File: config.mk
export PLATFORM = sky130hd
export DESIGN_NAME = set_host
export DESIGN_NICKNAME = d
export VERILOG_FILES = /design/src/rtl/set_pkg.sv /design/src/rtl/set_job_fifo.sv /design/src/rtl/set_host.sv
export SDC_FILE = /design/constraint.sdc
export NUM_CORES = 1
export LEC_CHECK = 0
export ABC_AREA = 1
export CORE_MARGIN = 5
export CORE_UTILIZATION = 35
export DETAILED_ROUTE_END_ITERATION = 10
export PLACE_DENSITY_LB_ADDON = 0.15
export REMOVE_ABC_BUFFERS = 1
export SYNTH_ARGS = -nofsm -noshare
export SYNTH_HDL_FRONTEND = slang
export SYNTH_SLANG_ARGS = --single-unit
File: constraint.sdc
create_clock -name clk -period 3 [get_ports clk]
set_clock_uncertainty 0.1 [all_clocks]
set_input_delay 0.6 -clock clk [delete_from_list [all_inputs] [get_ports clk]]
set_output_delay 0.6 -clock clk [all_outputs]
set_load 0.005 [all_outputs]
File: src/rtl/set_pkg.sv
// set_pkg -- shared types and constants for the set-engine host.
//
// Contents:
//   mode_e       : job mode encoding seen by the set engine
//   host_state_e : set_host FSM states
//   JOB_W        : packed job width {central[23:0], radius[11:0], mode[1:0]}
//   FIFO_DEPTH   : number of queued jobs
//   TIMEOUT_MAX  : watchdog limit used when SET_HOST_TIMEOUT_EN is defined
package set_pkg;

  // Encoding 3 is reserved; the host forwards it without inspection.
  typedef enum logic [1:0] {
    MODE_A   = 2'd0,
    MODE_AND = 2'd1,
    MODE_XOR = 2'd2
  } mode_e;

  typedef enum logic [1:0] {
    IDLE  = 2'd0,
    ISSUE = 2'd1,
    WAIT  = 2'd2,
    HOLD  = 2'd3
  } host_state_e;

  localparam int JOB_W      = 38;
  localparam int FIFO_DEPTH = 4;

  localparam logic [9:0] TIMEOUT_MAX = 10'd1023;

endpackage

File: src/rtl/set_job_fifo.sv
// set_job_fifo -- small synchronous FIFO holding pending host jobs.
//
// Ports:
//   clk, rst         : clock, asynchronous active-high reset (empties the FIFO)
//   push, wr_data    : write request and data; ignored while full
//   pop              : read request; ignored while empty
//   rd_data          : head entry (valid whenever empty = 0)
//   full, empty      : occupancy flags
//   count            : number of stored entries, 0..DEPTH
module set_job_fifo #(
  parameter int WIDTH = 38,
  parameter int DEPTH = 4
) (
  input  logic                         clk,
  input  logic                         rst,
  input  logic                         push,
  input  logic [WIDTH-1:0]             wr_data,
  input  logic                         pop,
  output logic [WIDTH-1:0]             rd_data,
  output logic                         full,
  output logic                         empty,
  output logic [$clog2(DEPTH+1)-1:0]   count
);

  localparam int PTR_W = $clog2(DEPTH);
  localparam int CNT_W = $clog2(DEPTH+1);

  logic [WIDTH-1:0] mem [DEPTH];
  logic [PTR_W-1:0] wr_ptr;
  logic [PTR_W-1:0] rd_ptr;
  logic             push_ok;
  logic             pop_ok;

  // A push while full is refused even if a pop happens in the same cycle;
  // the separate count register is what tells full from empty.
  assign full    = (count == CNT_W'(DEPTH));
  assign empty   = (count == '0);
  assign push_ok = push & ~full;
  assign pop_ok  = pop & ~empty;
  assign rd_data = mem[rd_ptr];

  // Storage has no reset; entries are only read once they have been written.
  always_ff @(posedge clk) begin
    if (push_ok) begin
      mem[wr_ptr] <= wr_data;
    end
  end

  // Pointers wrap modulo DEPTH; count tracks occupancy.
  always_ff @(posedge clk or posedge rst) begin
    if (rst) begin
      wr_ptr <= '0;
      rd_ptr <= '0;
      count  <= '0;
    end else begin
      if (push_ok) begin
        wr_ptr <= (wr_ptr == PTR_W'(DEPTH-1)) ? '0 : wr_ptr + PTR_W'(1);
      end
      if (pop_ok) begin
        rd_ptr <= (rd_ptr == PTR_W'(DEPTH-1)) ? '0 : rd_ptr + PTR_W'(1);
      end
      case ({push_ok, pop_ok})
        2'b10:   count <= count + CNT_W'(1);
        2'b01:   count <= count - CNT_W'(1);
        default: count <= count;
      endcase
    end
  end

endmodule

File: src/rtl/set_host.sv
// set_host -- queues jobs for the set engine, issues them one at a time and
// returns each engine result through a valid/ready handshake.
//
// Ports:
//   clk, rst                    : clock, asynchronous active-high reset
//   job_valid/job_ready         : job input handshake
//   job_central/radius/mode     : job fields {x1,y1,x2,y2,8'h00}, {r1,r2,r3}, mode
//   en                          : one-cycle start pulse to the engine
//   central/radius/mode         : job fields held for the engine
//   busy                        : engine busy (monitored only, not used)
//   valid, candidate            : engine completion pulse and count
//   res_valid/res_ready         : result output handshake
//   res_candidate               : captured count
//   res_err                     : watchdog timeout flag (SET_HOST_TIMEOUT_EN only)
//
// Build option SET_HOST_TIMEOUT_EN: adds a 10-bit WAIT watchdog and res_err.
module set_host
  import set_pkg::*;
(
  input  logic        clk,
  input  logic        rst,
  input  logic        job_valid,
  output logic        job_ready,
  input  logic [23:0] job_central,
  input  logic [11:0] job_radius,
  input  logic [1:0]  job_mode,
  output logic        en,
  output logic [23:0] central,
  output logic [11:0] radius,
  output logic [1:0]  mode,
  input  logic        busy,
  input  logic        valid,
  input  logic [7:0]  candidate,
  output logic        res_valid,
  input  logic        res_ready,
  output logic [7:0]  res_candidate
`ifdef SET_HOST_TIMEOUT_EN
  ,
  output logic        res_err
`endif
);

  host_state_e state;
  host_state_e next_state;

  logic [JOB_W-1:0]                  fifo_rd_data;
  logic                              fifo_full;
  logic                              fifo_empty;
  logic [$clog2(FIFO_DEPTH+1)-1:0]   fifo_count;
  logic                              fifo_pop;

  logic capture_valid;
  logic capture_timeout;
  logic res_clear;

  // busy and the occupancy count are intentionally not used by the host.
  logic unused_inputs;
  assign unused_inputs = ^{busy, fifo_count};

  assign job_ready = ~fifo_full;

  set_job_fifo #(
    .WIDTH (JOB_W),
    .DEPTH (FIFO_DEPTH)
  ) u_fifo (
    .clk     (clk),
    .rst     (rst),
    .push    (job_valid),
    .wr_data ({job_central, job_radius, job_mode}),
    .pop     (fifo_pop),
    .rd_data (fifo_rd_data),
    .full    (fifo_full),
    .empty   (fifo_empty),
    .count   (fifo_count)
  );

`ifdef SET_HOST_TIMEOUT_EN
  logic [9:0] watchdog;

  // Watchdog restarts on the way into WAIT (always from ISSUE) and counts
  // every WAIT cycle; leaving WAIT at the limit makes wrap irrelevant.
  always_ff @(posedge clk or posedge rst) begin
    if (rst) begin
      watchdog <= '0;
    end else if (state == ISSUE) begin
      watchdog <= '0;
    end else if (state == WAIT) begin
      watchdog <= watchdog + 10'd1;
    end
  end
`endif

  // State register.
  always_ff @(posedge clk or posedge rst) begin
    if (rst) begin
      state <= IDLE;
    end else begin
      state <= next_state;
    end
  end

  // Next state and control strobes. Only one job is ever outstanding:
  // en exists solely in ISSUE, and a new job is popped only from IDLE.
  always_comb begin
    next_state      = state;
    fifo_pop        = 1'b0;
    en              = 1'b0;
    capture_valid   = 1'b0;
    capture_timeout = 1'b0;
    res_clear       = 1'b0;
    case (state)
      IDLE: begin
        if (!fifo_empty && !res_valid) begin
          fifo_pop   = 1'b1;
          next_state = ISSUE;
        end
      end
      ISSUE: begin
        en         = 1'b1;
        next_state = WAIT;
      end
      WAIT: begin
        if (valid) begin
          capture_valid = 1'b1;
          next_state    = HOLD;
        end
`ifdef SET_HOST_TIMEOUT_EN
        else if (watchdog == TIMEOUT_MAX) begin
          capture_timeout = 1'b1;
          next_state      = HOLD;
        end
`endif
      end
      HOLD: begin
        if (res_valid && res_ready) begin
          res_clear  = 1'b1;
          next_state = IDLE;
        end
      end
      default: next_state = IDLE;
    endcase
  end

  // Job fields for the engine change only when a job is popped.
  always_ff @(posedge clk or posedge rst) begin
    if (rst) begin
      central <= '0;
      radius  <= '0;
      mode    <= '0;
    end else if (fifo_pop) begin
      {central, radius, mode} <= fifo_rd_data;
    end
  end

  // Result register; a real completion takes priority over a timeout.
  always_ff @(posedge clk or posedge rst) begin
    if (rst) begin
      res_valid     <= 1'b0;
      res_candidate <= '0;
`ifdef SET_HOST_TIMEOUT_EN
      res_err       <= 1'b0;
`endif
    end else if (capture_valid) begin
      res_valid     <= 1'b1;
      res_candidate <= candidate;
`ifdef SET_HOST_TIMEOUT_EN
      res_err       <= 1'b0;
`endif
    end else if (capture_timeout) begin
      res_valid     <= 1'b1;
      res_candidate <= '0;
`ifdef SET_HOST_TIMEOUT_EN
      res_err       <= 1'b1;
`endif
    end else if (res_clear) begin
      res_valid     <= 1'b0;
`ifdef SET_HOST_TIMEOUT_EN
      res_err       <= 1'b0;
`endif
    end
  end

endmodule

### Word level (Yosys, flattened, before mapping)

Memories as Yosys holds them, arrays and structs flattened. A register that Yosys moved wholly into a read port is not among the register bits.
Cells that the tools add are included.
Widths: inputs -> output; s select.

* register bits after elaboration: 18
* memory bits (writable): 152
* bits of input ports: 52
* memories: 1

* add/subtract/negate cells: 4
* equal/unequal tests: 11
* muxes and demuxes: 18
* bitwise operators: 4
* reductions and logical operators: 9

Memory list
* u_fifo.mem: depth 4, width 38, read ports 1, clocked after Yosys merged registers in 1, write ports 1, line set_job_fifo.sv:28 `logic [WIDTH-1:0] mem [DEPTH];`

Operator list (count)
* $mux 1: 11
* $eq 2x2->1 const B: 5
* $mux 2: 5
* $pmux 2 s4: 1
* $ne 2x2->1 const B: 3
* $pmux 3 s2: 1
* $add 2x1->2 const B: 2
* $eq 2x1->1 const B: 2
* $reduce_bool 2->1: 2
* $add 3x1->3 const B: 1
* $eq 3x3->1 const B: 1
* $logic_not 3->1: 1
* $reduce_and 3->1: 1
* $sub 3x1->3 const B: 1
* $and 1x1->1: 2
* $logic_and 1x1->1: 2
* $logic_not 1->1: 2
* $logic_not 2->1: 1
* $not 1->1: 2

### Depth between registers and ports, before layout

Gate-level depths: netlist (run 1).

* depth in word-level cells: 8
* gate-level depth with buffers: 11

### Modules after synthesis

Synthesis (run 1) repeated with hierarchy kept, for this count alone.

* cell total of the unflattened synthesis: 732
* area total of the unflattened synthesis: 8630.8 sq um

Modules (own cells, without submodules)
* set_job_fifo: instances 1, cells an instance 505, area each 6643.9 sq um, seq. area each 4739.5 sq um
* set_host: instances 1, cells an instance 227, area each 1986.9 sq um, seq. area each 1226.2 sq um

### Least setup slack after synthesis (run 1)

OpenSTA, ideal clock, no wires.

* path kind: input -> register
* start point: input port job_valid
* end point: memory u_fifo.mem[0][0], enable pin
* library setup time: 0.433 ns
* arrival time: 2.380 ns
* required time: 2.467 ns
* path slack: 0.086 ns
* stages on the path: 2
* path buffers: 0
* cell sequence: nand2_1 -> nor2_1

* longest elaborated chain between the ends: 3

RTL lines
* start, declared: line set_host.sv:22 `input logic job_valid,`
* $and 1x1->1: line set_job_fifo.sv:38 `assign push_ok = push & ~full;`
* $mux 1: line set_job_fifo.sv:44 `if (push_ok) begin`
* $mux 1 (not written as such): line set_job_fifo.sv:45 `mem[wr_ptr] <= wr_data;`
* end, declared: line set_job_fifo.sv:28

Every way passes these cells.

### Final worst setup path (run 1)

* start point: register state[1]
* end point: output port en

* longest elaborated chain between the ends: 2

RTL lines
* start, declared: line set_host.sv:43 `host_state_e state;`
* start signal, assigned: line set_host.sv:98 `state <= next_state;`
* $eq 2x1->1: line set_host.sv:111 `case (state)`
* $mux 1: line set_host.sv:111
* end, declared: line set_host.sv:27 `output logic en,`

Every way passes these cells.

==> results of run 1 <==
-- power breakdown --
part | switching, W | internal [W] | total (W)
clock | 0.00107 | 0.00169 | 0.00276
combinational | 0.00196 | 0.00138 | 0.00334
sequential | 0.000281 | 0.00390 | 0.00418
total | 0.00331 | 0.00696 | 0.0103
-- layout by cell type, fill, tap and decap left out, types with 4 or more instances in the layout --
cell type,synthesis,final
sky130_fd_sc_hd__buf_12,0,5
sky130_fd_sc_hd__buf_4,1,11
sky130_fd_sc_hd__clkbuf_16,0,22
sky130_fd_sc_hd__clkdlybuf4s50_1,0,99
sky130_fd_sc_hd__clkinv_2,0,6
sky130_fd_sc_hd__dfrtp_1,56,54
sky130_fd_sc_hd__edfxtp_1,152,152
sky130_fd_sc_hd__ha_1,10,10
sky130_fd_sc_hd__inv_1,17,15
sky130_fd_sc_hd__inv_2,2,4
sky130_fd_sc_hd__mux2_2,8,8
sky130_fd_sc_hd__nand2_1,288,288
sky130_fd_sc_hd__nor2_1,45,41
sky130_fd_sc_hd__nor2_4,0,4
sky130_fd_sc_hd__o21ai_0,43,43
sky130_fd_sc_hd__o21ai_1,38,38
-- per-stage QoR --
step	instances	setup WS, ns
6_report	1143	0.654
3_5_place_dp	1103	0.509
5_1_grt	1143	0.566
3_3_place_gp	1103	0.541
2_1_floorplan	669	0.0486
4_1_cts	1143	0.622
-- per-layer routing --
metal | GRT usage (%) | share of wire (%)
met2 | 23.9 | 47
met1 | 19.0 | 46
met5 | 0 | 0
met4 | 3.28 | 2.1
met3 | 2.40 | 4.2
-- final timing paths --
| check | from | endpoint | slack [ns] | cells after the start |
|---|---|---|---|---|
| worst max-delay path | state[1]$_DFFE_PP0P_ | en | 0.65 | 3 |
| worst min-delay path | radius[11]$_DFFE_PP0N_ | radius[11]$_DFFE_PP0N_ | 0.38 | 2 |
| worst max register to register | state[0]$_DFFE_PP0P_ | u_fifo.count[2]$_DFFE_PP0P_ | 0.81 | 10 |
| worst min register to register | radius[11]$_DFFE_PP0N_ | radius[11]$_DFFE_PP0N_ | 0.38 | 2 |
| max in group asynchronous | rst | u_fifo.rd_ptr[0]$_DFFE_PP0P_ | 1.72 | 3 |
| min in group asynchronous | rst | central[6]$_DFFE_PP0N_ | 0.41 | 2 |
-- cells by family (layout without fill, tap and decap cells) --
group	count (synthesis)	after routing
muxes	8	8
DFF	208	208
AOI/OAI and AO/OA	83	83
adders and majority gates	11	11
xor gates and xnor gates	2	2
buffers and inverters	51	174
and+or+nand+nor	338	338
-- Yosys cell counts, drive strengths merged --
cell type  number  share of area, %
o21ai          81               4.9
fa              1              0.24
inv            19              0.87
clkbuf          8              0.37
nand3           3              0.24
buf            24               2.2
ha             10               1.5
nand2         288                13
mux2            8               1.1
a21oi           2              0.12
or2             2              0.15
xor2            1              0.11
edfxtp        152                56
dfrtp          56                17
xnor2           1              0.11
nor2           45               2.1
-- critical path: stages (launching register included) --
cell,delay (ns)
sky130_fd_sc_hd__dfrtp_1,0.41
sky130_fd_sc_hd__inv_1,0.11
sky130_fd_sc_hd__ha_1,0.15
sky130_fd_sc_hd__clkdlybuf4s50_1,0.50
-- layout make-up --
type | count | share of cell area [%]
Clock buffer | 28 | 5.83
Clock inverter | 12 | 1.44
Inverter | 19 | 0.689
Multi-Input combinational cell | 442 | 19.1
Sequential cell | 208 | 57.7
Tap cell | 319 | 3.86
Timing Repair Buffer | 115 | 11.3
-- state kept, by name, indices dropped and copies added, names as in the netlist --
register,count
u_fifo.mem,152
central,24
radius,12
res_candidate,8
u_fifo.count,3
mode,2
state,2
u_fifo.rd_ptr,2
u_fifo.wr_ptr,2
res_valid,1
==> results.sh, run 1 <==
export IMPL_status="completed"
export IMPL_cp_start_kind="flip-flop"
export IMPL_mean_number_of_vias_per_cell=4.55
export IMPL_worstSetupEndpointType="output pin"
export IMPL_area_sequential_sq_um=5970
export IMPL_portBuffers=99
export IMPL_fin_worst_hold_slack_ns=0.375
export IMPL_drt_wl_total_microns=18300
export IMPL_insertion_delay_ns=0.51
export IMPL_drcViolationCount=0
export IMPL_vias_in_the_first_global_route=5560
export IMPL_yosys_area_share_adder_pct=1.77
export IMPL_p_total_w=0.0103
export IMPL_postCtsSetupRepairBufs=0
export IMPL_ctsRootBufferMaster="sky130_fd_sc_hd__clkbuf_16"
export IMPL_wire_length_of_the_first_global_routing_pass_microns=29900
export IMPL_synthXorXnorAreaFrac_pct=0.214
export IMPL_overflow_after_grt=0
export IMPL_num_antenna_cells=0
export IMPL_synth_sequential_area_ratio_pct=72.8
export IMPL_synthesis_area_per_instance_sq_um=11.7
export IMPL_drt_iter0_drc=263
export IMPL_muxShareOfSynthArea_pct=1.10
export IMPL_drt_pass1_iterations=6
export IMPL_netlist_area_sq_um=8200
export IMPL_cts_buffers_inserted=22
export IMPL_max_slew_margin_pct=42.9
export IMPL_p_per_area_nw_per_um2=994
export IMPL_report_final_setup_viol=0
export IMPL_clock_pin_slew_on_the_worst_setup_and_hold_paths_ns=0.06
export IMPL_synth_warnings=0
export IMPL_timing_hold_worst_class="flip-flop to flip-flop"
export IMPL_place_gp_congestion=0.721
export IMPL_fillers=2162
export IMPL_fmax_mhz=426
export IMPL_synth_compound_area_share_pct=5.07
export IMPL_worstSetupPathType="flip-flop to output pin"
export IMPL_fin_setup_tns_ns=0
export IMPL_clkSinkCount=208
export IMPL_final_layout_size_suffix_gt1_share_pct=8.86
export IMPL_post_route_cell_area_sq_um=10300
export IMPL_layout_nets=871
export IMPL_die_height_microns=163
export IMPL_timing_max_transition_violations_final=0
export IMPL_core_outline_area_sq_um=23300
export IMPL_syn_inst=701
export IMPL_initial_utilization_pct=35.2
export IMPL_timing_max_cap_violations=0
export IMPL_cts_repair_resized=0
export IMPL_synth_top_family_by_area="simple AND/OR/NAND/NOR gates"
export IMPL_rows=56
export IMPL_irDropWorstVdd_mv=0.462
export IMPL_tritoncts="built"
export IMPL_clk_path_buf_depth=3
export IMPL_finalCritPeriodShare_pct=78.2
export IMPL_ys_seq_elements=208
export IMPL_cts_hold_buffers=0
export IMPL_route_detailed_wl_per_inst_microns=16.0
export IMPL_p_leak_nw=4.13
export IMPL_multiInputGateArea_sq_um=1980
export IMPL_number_of_levels_in_the_clock_h_tree=1
export IMPL_grt_setup_unrepaired="no"
export IMPL_gr_usage_all_layers_pct=14.0
export IMPL_crit_fanout=4
export IMPL_areaGrowthSynthToFinish_pct=26.2
export IMPL_half_perimeter_wire_length_after_detailed_placement_microns=10900
export IMPL_worst_slew_pin_slew_ns=0.855
export IMPL_synth_distinct_cells=21
export IMPL_fp_dieArea_sq_um=26600
export IMPL_hold_violations=0
export IMPL_yosys_area_share_simple_pct=15.6
export IMPL_placed_area_sq_um=9590
export IMPL_grt_max_degree=79
export IMPL_cp_data_arrival_time_ns=1.65
export IMPL_grt_antenna_before_repair=0
export IMPL_critical_path_required_ns=2.30
export IMPL_overall_via_count_from_detail_route=5199
export IMPL_die_x_microns=163
export IMPL_final_core_util_pct=44.5
export IMPL_drt_antenna_violating_nets=0
export IMPL_finalCriticalPeriod_ns=2.35
export IMPL_num_io_pins=101
Note: power is estimated with default switching activity, not from simulation.
==> inputs of run 2 (changes only) <==
clock period = 2.1 ns   (was 3 ns; I/O delays follow)
==> results.sh, run 2 (synthesized netlist as in run 1, its figures left out) <==
export IMPL_clock_power_share_pct=25.7
export IMPL_met2_wirelength_microns=8360
export IMPL_timing_max_cap_violations=0
export IMPL_worstSetupEndpointType="flip-flop"
export IMPL_post_route_cell_area_sq_um=10500
export IMPL_finalNonFillerCells=1153
export IMPL_finalCriticalPeriod_ns=2.02
export IMPL_p_per_area_nw_per_um2=1410
export IMPL_placed_area_sq_um=9750
export IMPL_fmax_mhz=494
export IMPL_vias_in_the_first_global_route=5363
export IMPL_wl_met1_microns=8340
export IMPL_overall_via_count_from_detail_route=5237
export IMPL_clk_path_buf_depth=3
export IMPL_crit_fanout=3
export IMPL_critical_path_required_ns=2.42
export IMPL_layout_nets=881
export IMPL_p_leak_nw=4.19
export IMPL_areaGrowthSynthToFinish_pct=28.1
export IMPL_half_perimeter_wire_length_after_detailed_placement_microns=10800
export IMPL_die_x_microns=163
export IMPL_max_slew_margin_pct=64.2
export IMPL_power_frac_seq_pct=40.8
export IMPL_dr_wl_met3_microns=883
export IMPL_largest_register_ff_count=152
export IMPL_drt_antenna_violating_nets=0
export IMPL_insertion_delay_ns=0.49
export IMPL_cts_buffers_inserted=23
export IMPL_timing_max_transition_violations_final=0
export IMPL_cts_hold_buffers=0
export IMPL_overflow_after_grt=0
export IMPL_final_layout_size_suffix_gt1_share_pct=10.3
export IMPL_switching_power_w=0.00475
export IMPL_fp_dieArea_sq_um=26600
export IMPL_initial_utilization_pct=35.2
export IMPL_number_of_levels_in_the_clock_h_tree=1
export IMPL_worst_r2r_cell_count=10
export IMPL_final_cell_mix="sky130_fd_sc_hd__nand2_1, sky130_fd_sc_hd__edfxtp_1, sky130_fd_sc_hd__clkdlybuf4s50_1"
export IMPL_combPwrFrac_pct=33.6
export IMPL_finalCritPeriodShare_pct=96.3
export IMPL_route_detailed_wl_per_inst_microns=15.5
export IMPL_timing_hold_worst_class="input pin to asynchronous set/reset pin"
export IMPL_p_total_w=0.0148
export IMPL_fillers=2166
export IMPL_wire_length_of_the_first_global_routing_pass_microns=28500
export IMPL_place_gp_congestion=0.738
export IMPL_irDropWorstVdd_mv=0.661
export IMPL_cp_data_arrival_time_ns=2.34
export IMPL_status="completed"
export IMPL_fin_worst_hold_slack_ns=0.120
export IMPL_core_outline_area_sq_um=23300
export IMPL_dpl_cell_count=1110
export IMPL_topmost_layer_with_routed_signal_wires="met4"
export IMPL_worst_slew_pin_slew_ns=0.537
export IMPL_internal_power_w=0.0100
export IMPL_rows=56
export IMPL_die_height_microns=163
export IMPL_tritoncts="built"
export IMPL_report_final_setup_viol=0
export IMPL_cp_start_kind="flip-flop"
export IMPL_drt_pass1_iterations=4
export IMPL_top_regs="u_fifo.mem x152, central x24, radius x12"
export IMPL_rr_endpoint="u_fifo.count[2]$_DFFE_PP0P_"
export IMPL_ctsRootBufferMaster="sky130_fd_sc_hd__clkbuf_16"
export IMPL_num_io_pins=101
export IMPL_regMostFlops="u_fifo.mem"
export IMPL_num_antenna_cells=0
export IMPL_crit_reg2reg_launch="state[0]$_DFFE_PP0P_"
export IMPL_grt_antenna_before_repair=0
export IMPL_drt_iter0_drc=273
export IMPL_mean_number_of_vias_per_cell=4.54
export IMPL_power_switching_share_pct=32.2
export IMPL_reg2reg_setup_slack_ns=0.08
export IMPL_clock_pin_slew_on_the_worst_setup_and_hold_paths_ns=0.06
export IMPL_mostFrequentLayoutCell="sky130_fd_sc_hd__nand2_1"
export IMPL_gr_usage_all_layers_pct=13.4
export IMPL_final_core_util_pct=45.1
export IMPL_clkSinkCount=208
export IMPL_drcViolationCount=0
export IMPL_portBuffers=99
export IMPL_hold_violations=0
export IMPL_grt_max_degree=79
export IMPL_drt_wl_total_microns=17900
export IMPL_worstSetupPathType="flip-flop to flip-flop"
-- run 2: cell count changes in the layout (fill, tap and decap cells not counted), moves of 2 or more --
cell and change:
sky130_fd_sc_hd__buf_12 +8, sky130_fd_sc_hd__bufinv_16 -2, sky130_fd_sc_hd__clkdlybuf4s50_1 -2, sky130_fd_sc_hd__clkinv_1 +3, sky130_fd_sc_hd__inv_1 -2, sky130_fd_sc_hd__inv_2 +2
-- run 2: cell type report --
type	instances	area, sq um	share of cell area, %
tap	319	399	3.80
clock inverter	11	77.6	0.739
inverter	19	71.3	0.679
multi-input combinational	442	2000	19.1
timing repair buffer	124	1340	12.8
clock buffer	30	642	6.11
sequential	208	5970	56.8
-- run 2: critical path: stages (launching register included) --
cell	delay, ns
sky130_fd_sc_hd__dfrtp_1	0.40
sky130_fd_sc_hd__inv_2	0.09
sky130_fd_sc_hd__ha_4	0.14
sky130_fd_sc_hd__nand3_2	0.10
sky130_fd_sc_hd__inv_2	0.07
sky130_fd_sc_hd__ha_1	0.13
sky130_fd_sc_hd__inv_1	0.06
sky130_fd_sc_hd__fa_2	0.33
sky130_fd_sc_hd__or2_2	0.31
sky130_fd_sc_hd__nand2_2	0.08
sky130_fd_sc_hd__xor2_1	0.13
-- run 2: repair_timing --
action / CTS / global route
gates resized for setup: 4 / 5
buffers inserted: 1 / 1
setup endpoints to repair: 3 / 2
pin swaps: 1 / 2
-- run 2: worst max-delay path by stage --
stage                               from                          end  slack [ns]  cells after the start
global placement               job_valid  u_fifo.count[2]$_DFFE_PP0P_       -0.08                      8
floorplan           state[0]$_DFFE_PP0P_  u_fifo.count[2]$_DFFE_PP0P_       -0.85                     10
CTS                 state[1]$_DFFE_PP0P_  u_fifo.count[2]$_DFFE_PP0P_       0.007                     10
global route        state[0]$_DFFE_PP0P_  u_fifo.count[2]$_DFFE_PP0P_       -0.02                     10
detailed placement             job_valid  u_fifo.count[2]$_DFFE_PP0P_       -0.10                      8
finish              state[0]$_DFFE_PP0P_  u_fifo.count[2]$_DFFE_PP0P_        0.08                     10
-- run 2: routing by layer --
layer / vias up / global-route usage [%]
met5: - / 0
met4: 0 / 3.24
met2: 126 / 22.4
met3: 28 / 2.67
met1: 2512 / 18.2
li1: 2571 / -
-- run 2: power groups by stage --
stage	Combinational, W	Sequential (W)	Clock, W
global placement	0.00492	0.00605	0
CTS	0.00506	0.00602	0.00390
global route	0.00563	0.00613	0.00407
floorplan	0.00237	0.00622	0
detailed placement	0.00502	0.00609	0
finish	0.00495	0.00602	0.00379
-- run 2: stage by stage --
step | worst slack (ns) | TNS [ns]
final | 0.0767 | 0
after floorplan | -0.851 | -135.72
after global placement | -0.0768 | -0.0768
after detailed placement | -0.103 | -0.103
after CTS | 0.00736 | 0
after global routing | -0.0155 | -0.0155
==> inputs of run 3 (changes only) <==
GPL_ROUTABILITY_DRIVEN = 0   (was not set)
==> results of run 3 <==
No change in the layout: final DEF, timing and power equal those of run 2.
